--- src/rtl/cfg_frame_loader.sv ---
// Framed configuration loader: parses SYNC/ADDR/DATA/CHK frames from a UART
// byte stream and issues single-cycle writes on the addr/data/en config bus.
// Malformed, corrupted, stalled or out-of-range frames raise frame_err and
// leave the bus untouched.
module cfg_frame_loader #(
  parameter int          DATA_WIDTH = 8,
  parameter int          ADDR_MAX   = 4,
  parameter logic [7:0]  SYNC_BYTE  = 8'hA5,
  parameter int          TIMEOUT    = 50000,
  localparam int         AW         = (ADDR_MAX < 1) ? 1 : $clog2(ADDR_MAX + 1)
) (
  input  logic                  clk,
  input  logic                  rst,
  input  logic [7:0]            rx_data,
  input  logic                  rx_valid,
  output logic [AW-1:0]         addr,
  output logic [DATA_WIDTH-1:0] data,
  output logic                  en,
  output logic                  frame_ok,
  output logic                  frame_err
);

  localparam int         NB      = (DATA_WIDTH <= 8) ? 1 : 2;
  localparam int         CW      = $clog2(TIMEOUT + 1);
  localparam logic [CW-1:0] TO_LAST = CW'(TIMEOUT - 1);
  localparam logic [7:0] AMAX8   = 8'(ADDR_MAX);

  localparam logic [1:0] S_IDLE = 2'd0;
  localparam logic [1:0] S_ADDR = 2'd1;
  localparam logic [1:0] S_DATA = 2'd2;
  localparam logic [1:0] S_CHK  = 2'd3;

  logic [1:0]            state_q, state_d;
  logic [CW-1:0]         cnt_q, cnt_d;
  logic [7:0]            acc_q, acc_d;
  logic                  idx_q, idx_d;
  logic [7:0]            sh_addr_q, sh_addr_d;
  logic [15:0]           sh_data_q, sh_data_d;
  logic [AW-1:0]         addr_q, addr_d;
  logic [DATA_WIDTH-1:0] data_q, data_d;
  logic                  en_q, en_d;
  logic                  ok_q, ok_d;
  logic                  err_q, err_d;

  assign addr      = addr_q;
  assign data      = data_q;
  assign en        = en_q;
  assign frame_ok  = ok_q;
  assign frame_err = err_q;

  // Frame parser, checksum accumulator and inter-byte watchdog.
  // A byte arriving on the would-be timeout cycle takes priority.
  always_comb begin
    state_d   = state_q;
    cnt_d     = cnt_q;
    acc_d     = acc_q;
    idx_d     = idx_q;
    sh_addr_d = sh_addr_q;
    sh_data_d = sh_data_q;
    addr_d    = addr_q;
    data_d    = data_q;
    en_d      = 1'b0;
    ok_d      = 1'b0;
    err_d     = 1'b0;

    if (state_q == S_IDLE) cnt_d = '0;

    if (rx_valid) begin
      cnt_d = '0;
      case (state_q)
        S_IDLE: if (rx_data == SYNC_BYTE) state_d = S_ADDR;
        S_ADDR: begin
          sh_addr_d = rx_data;
          acc_d     = rx_data;
          idx_d     = 1'b0;
          state_d   = S_DATA;
        end
        S_DATA: begin
          // little-endian: first data byte is bits 7:0
          if (idx_q == 1'b0) sh_data_d[7:0]  = rx_data;
          else               sh_data_d[15:8] = rx_data;
          acc_d = acc_q ^ rx_data;
          idx_d = idx_q + 1'b1;
          if (idx_q == 1'(NB - 1)) state_d = S_CHK;
        end
        default: begin // S_CHK
          state_d = S_IDLE;
          // range check on the full 8-bit address byte, before truncation
          if ((rx_data == acc_q) && (sh_addr_q <= AMAX8)) begin
            addr_d = sh_addr_q[AW-1:0];
            data_d = sh_data_q[DATA_WIDTH-1:0];
            en_d   = 1'b1;
            ok_d   = 1'b1;
          end else begin
            err_d  = 1'b1;
          end
        end
      endcase
    end else if (state_q != S_IDLE) begin
      if (cnt_q == TO_LAST) begin
        state_d = S_IDLE;
        cnt_d   = '0;
        err_d   = 1'b1;
      end else begin
        cnt_d   = cnt_q + CW'(1);
      end
    end
  end

  // State and output registers; reset abandons any partial frame silently.
  always_ff @(posedge clk) begin
    if (rst) begin
      state_q   <= S_IDLE;
      cnt_q     <= '0;
      acc_q     <= '0;
      idx_q     <= 1'b0;
      sh_addr_q <= '0;
      sh_data_q <= '0;
      addr_q    <= '0;
      data_q    <= '0;
      en_q      <= 1'b0;
      ok_q      <= 1'b0;
      err_q     <= 1'b0;
    end else begin
      state_q   <= state_d;
      cnt_q     <= cnt_d;
      acc_q     <= acc_d;
      idx_q     <= idx_d;
      sh_addr_q <= sh_addr_d;
      sh_data_q <= sh_data_d;
      addr_q    <= addr_d;
      data_q    <= data_d;
      en_q      <= en_d;
      ok_q      <= ok_d;
      err_q     <= err_d;
    end
  end

endmodule

--- config.mk ---
export PLATFORM = sky130hd
export DESIGN_NAME = cfg_frame_loader
export DESIGN_NICKNAME = d
export VERILOG_FILES = /design/src/rtl/cfg_frame_loader.sv
export SDC_FILE = /design/constraint.sdc
export NUM_CORES = 1
export LEC_CHECK = 0
export ABC_AREA = 1
export CORE_MARGIN = 1.5
export CORE_UTILIZATION = 28
export CTS_CLUSTER_SIZE = 24
export DETAILED_ROUTE_END_ITERATION = 8
export GPL_ROUTABILITY_DRIVEN = 0
export HOLD_SLACK_MARGIN = 0.12
export PLACE_DENSITY = 0.46
export SLEW_MARGIN = 20
export SYNTH_ARGS = -nofsm -noshare
export SYNTH_HDL_FRONTEND = slang
export SYNTH_SLANG_ARGS = --single-unit
--- constraint.sdc ---
create_clock -name clk -period 4.08 [get_ports clk]
set_input_delay 0.816 -clock clk [delete_from_list [all_inputs] [get_ports clk]]
set_output_delay 0.816 -clock clk [all_outputs]
set_load 0.01 [all_outputs]
---- Word-level counts from Yosys, hierarchy flattened ----
Index checks and enable logic that the tools add are counted.
word-level totals
  register bits ........................... 56
  memories ................................ 0
  bits in latches ......................... 0
  word-level logic and storage cells ...... 56
  bits of input ports ..................... 11
  output and inout bits ................... 14
  bits in writable memories ............... 0
  ROM bits ................................ 0
operators by class
  add/subtract/negate cells ............... 2
  divide/modulo/power cells ............... 0
  reduce and logical (&&, ||, !) cells .... 15
  bitwise operators ....................... 4
  $lt $le $gt $ge ......................... 1
  eq/ne operators ......................... 7
  $mul .................................... 0
  multiplexer cells ....................... 17
  shift-type cells ........................ 0
operator list
  cell                                                             count
  2-to-1 mux 16 bit                                                3
  adder 16 x 1 -> 16 bit (second input constant)                   1
  equality test 16 bit (second input constant)                     1
  case mux 8 bit (2 select lines)                                  1
  2-to-1 mux 2 bit                                                 5
  nonzero test 2 bit                                               5
  equality test 8 bit                                              1
  equality test 8 bit (second input constant)                      1
  less-or-equal comparator 8 x 3 -> 1 bit (second input constant)  1
  XOR 8 bit                                                        1
  2-to-1 mux 1 bit                                                 6
  case mux 2 bit (3 select lines)                                  1
  AND reduction 3 bit                                              2
  OR reduction 5 bit                                               1
  AND reduction 2 bit                                              2
  AND reduction 4 bit                                              1
  inequality test 3 x 2 -> 1 bit (second input constant)           1
  inequality test 3 bit (second input constant)                    1
  NOT 1 bit                                                        3
  OR reduction 3 bit                                               1
  equality test 2 x 1 -> 1 bit (second input constant)             1
  equality test 2 bit (second input constant)                      1
  logical NOT 2 bit                                                1
  case mux 1 bit (2 select lines)                                  1
  3 further kinds                                                  3

---- Depth between registers and ports, before layout ----
  depth in word-level cells ............... 5
  mapped depth ............................ 11
  gate-level depth less buffers ........... 10

---- Worst setup path after synthesis ----
OpenSTA, ideal clock, no wires.
  path kind ............................... input to register
  from .................................... input port rx_data[7]
  to ...................................... register addr_q[0], in the netlist addr[0]
  arrival ................................. 1.642 ns
  library setup time ...................... 0.110 ns
  path slack .............................. 2.328 ns
  path buffers ............................ 1
  data required time ...................... 3.970 ns
  stages .................................. 7
  cell sequence ........................... xnor2_1 nand2_1 nor2_1 buf_2 nand4_1 nand2_1 nor2_1
on the way
  cells in the longest elaborated chain, start to end .. 3
RTL lines
  element                        line  source
  from (decl)                    14    input logic [7:0] rx_data,
  equality test 8 bit            89    if ((rx_data == acc_q) && (sh_addr_q <= AMAX8)) begin
  logical AND 1 bit              89
  AND reduction 3 bit (no line)  -
  to (signal assigned)           131   addr_q <= addr_d;
  to (decl)                      39    logic [AW-1:0] addr_q, addr_d;
Every way passes these cells.
A chain may end at the register's enable or synchronous reset.

---- Worst setup path in the final report ----
  from .................................... input port rx_data[0]
  to ...................................... register data_q[7], in the netlist data[7]
on the way
  cells in the longest elaborated chain, start to end .. 3
RTL lines
  element                        line  source
  equality test 8 bit            89
  logical AND 1 bit              89
  AND reduction 3 bit (no line)  -
  to (signal assigned)           132   data_q <= data_d;
  to (decl)                      40    logic [DATA_WIDTH-1:0] data_q, data_d;
Every way passes these cells.

==> summary.txt <==
Outcome
  • Outcome: finished clean

Routing
  • Via density per instance: 4.54
  • ANT nets after route: 0
  • Post-Route WL: 6040 um
  • Drt drc: 0
  • Router iterations before antenna repair: 4
  • Via count: 2,349
  • 1st-iter DRT viols: 63
  • WL/cell: 11.7 um

Power
  • Tot Pwr: 0.00101 W
  • Pwr Density: 330 nW/um2
  • P_leak: 1.13 nW
  • Worst VDD drop: 0.111 mV

Clock tree
  • Post-CTS sizing: 0
  • Worst-path clk slew: 0.10 ns
  • Clk buf depth: 2
  • Setup Buffers After CTS: 0
  • Num CTS Buffers: 5
  • H-tree Lvls: 2
  • Num Clock Sinks: 56
  • Post-cts hold buffer count: 0
  • TritonCTS clock tree: yes
  • Later-pin clock latency in the skew report: 0.31 ns
  • Clk root buf: clkbuf_8

Yosys
  • Top post-synthesis cells by area: dfxtp_1 (42%), nand2_1 (12%), inv_1 (9.3%)
  • #FFs+latches synth: 56
  • Simple-gate area share of the yosys netlist: 29.3%
  • Cells after Synth: 386
  • Commonest cells in the netlist: nand2_1 (82), inv_1 (66), dfxtp_1 (56)
  • Largest family of logic cells by synthesized area: simple AND/OR/NAND/NOR gates
  • Mapped Avg Cell Area: 6.87 um2
  • Yosys top cell area share: 42.3%
  • Adder-cell share of the synthesized area: 2.36%
  • Synth Area in Compound Gates: 11.8%
  • Mapped cell area: 2650 um2
  • Xor/xnor share of the synthesized area: 1.98%
  • Top-count cell post-synth: nand2_1
  • Register area share after synthesis: 42.3%
  • Top cell type by total area after synthesis: dfxtp_1
  • Netlist cell types: 26
  • Synth Warn #: 0
  • Syn Nets: 402
  • Mux contribution to synthesized area: 0%
  • Async SR Flop Fraction: 0%
  • Number of enable flip-flop cells after synthesis: 0
  • Ys flop type: dfxtp_1

STA
  • Setup TNS: 0 ns
  • Slew Limit Fails: 0
  • Setup violations, final: 0
  • Fin. Hold Viols: 0
  • Tcrit/Tclk final: 69.1%
  • Max_slew headroom: 36.6%
  • Fmax: 355 MHz
  • Fin Clk Skew: 0.0106 ns
  • Fin crit period: 2.82 ns
  • RSZ-0062 raised after global routing: false
  • Least-Margin Pin Slew: 0.948 ns

Finish
  • Fillers: 1,034
  • Final net count: 421
  • Area growth syn-to-layout: 15.6%
  • N_diodes: 0
  • Layout cells sized above 1: 3.69%

Critical path
  • CP Data Required Time: 4.33 ns
  • CP max FO: 13
  • Worst path cell trace: clkdlybuf4s50_1 -> xnor2_1 -> nand2_1 -> nor2_1 -> nand3_2 -> nand2_1 -> inv_1 -> nor2_1
  • CP Class: primary input to register
  • Crit-path max cell delay: 0.74 ns
  • Crit path DAT: 3.07 ns
  • Critical path endpoint category: register
  • Crit-path leading delay family: simple AND/OR/NAND/NOR gates
  • Critical Path Start Type: primary input
  • Slowest CP cell: nor2_1
  • CP Buf/Inv Count: 2

GRT
  • Largest net degree at the start of global routing: 21
  • First-pass GRT wire length: 10,500 um
  • Initial antenna violation count: 0
  • GR Util All Layers: 13.1%
  • Vias in the first global route: 2,157
  • Total gr overflow: 0

Worst hold path
  • Hold WC Path Type: register to register

Flow run
  • Max cap viols: 0

Die
  • Initial Util: 28.8%
  • Area of the die: 10,100 um2
  • Die Y: 100 um
  • Core ar.: 9200 um2
  • # IOs: 25
  • # rows: 35
  • Die W: 100 um

Placement
  • PortBufs: 24
  • DP HPWL: 4380 um
-- kinds of logic after synthesis --
family,Yosys count
xor gates and xnor gates,6
DFF,56
AOI/OAI and AO/OA,59
buffers and inverters,82
adders and majority gates,5
and+or+nand+nor,178
-- state kept, by name, summed over array words and instances (netlist names) --
register,cells
idx_q,1
acc_q,8
sh_data_q,8
frame_err,1
data,8
addr,3
sh_addr_q,8
state_q,2
cnt_q,16
frame_ok,1
-- tightest hold or removal path: stages, from the launching register on --
cell	delay (ns)
dfxtp_1	0.31
inv_1	0.06
a21oi_1	0.05
-- area by class of cell --
type | count | area (um2) | share of cell area, %
sequential | 56 | 1120 | 36.6
clock buffer | 7 | 86.3 | 2.82
inverter | 69 | 259 | 8.45
multi-input combinational | 248 | 1210 | 39.3
clock inverter | 1 | 7.51 | 0.245
timing repair buffer | 25 | 248 | 8.08
tap | 111 | 139 | 4.53
-- routing by layer --
layer  global-route usage [%]  up-vias  routed length [um]
met5                        0        -                   0
met4                     4.66        0                 100
met3                     2.86        8                 181
met2                     20.0       28                2520
met1                     18.2     1050                3240
li1                         -     1263                   -
-- where the power goes --
part / switching, W / internal [W] / total (W) / leakage (nW)
Clock: 0.000186 / 0.000139 / 0.000325 / 0.0445
Sequential: 0.00000831 / 0.000563 / 0.000571 / 0.452
Combinational: 0.0000761 / 0.0000396 / 0.000116 / 0.634
Total: 0.000271 / 0.000741 / 0.00101 / 1.13
-- worst paths after layout --
kind | from | endpoint | slack [ns] | cells past startpoint
hold reg to reg | sh_data_q[5] | sh_data_q[5] | 0.46 | 2
setup reg to reg | acc_q[7] | data[7] | 1.98 | 7
hold / removal | sh_data_q[5] | sh_data_q[5] | 0.46 | 2
setup / recovery | rx_data[0] | data[7] | 1.26 | 8
-- placed cells by master, fill, tap and decap left out, types with 2 or more instances in the layout --
master / n
nand2_1: 82
ha_1: 5
clkdlybuf4s50_1: 24
nor3_1: 12
nand3_1: 10
o21ai_0: 25
nor2_1: 45
a21oi_1: 28
a22oi_1: 5
inv_1: 66
nor4_1: 6
nor2_2: 2
dfxtp_1: 56
clkbuf_8: 6
xnor2_1: 5
inv_2: 2
nand4_1: 18
-- per-stage QoR --
step | utilization, % | instance area (um2) | std cells | setup WS (ns) | hold WS (ns)
final | 33.3 | 3070 | 517 | 1.26 | 0.459
after global routing | 33.3 | 3070 | 517 | 1.01 | 0.485
after CTS | 33.3 | 3070 | 517 | 1.26 | 0.464
after detailed placement | 32.3 | 2970 | 509 | 0.931 | 0.442
after global placement | 32.3 | 2970 | 509 | 1.04 | 0.433
after floorplan | - | 2650 | 386 | 2.33 | 0.418
Note: power is estimated with default switching activity, not from simulation.
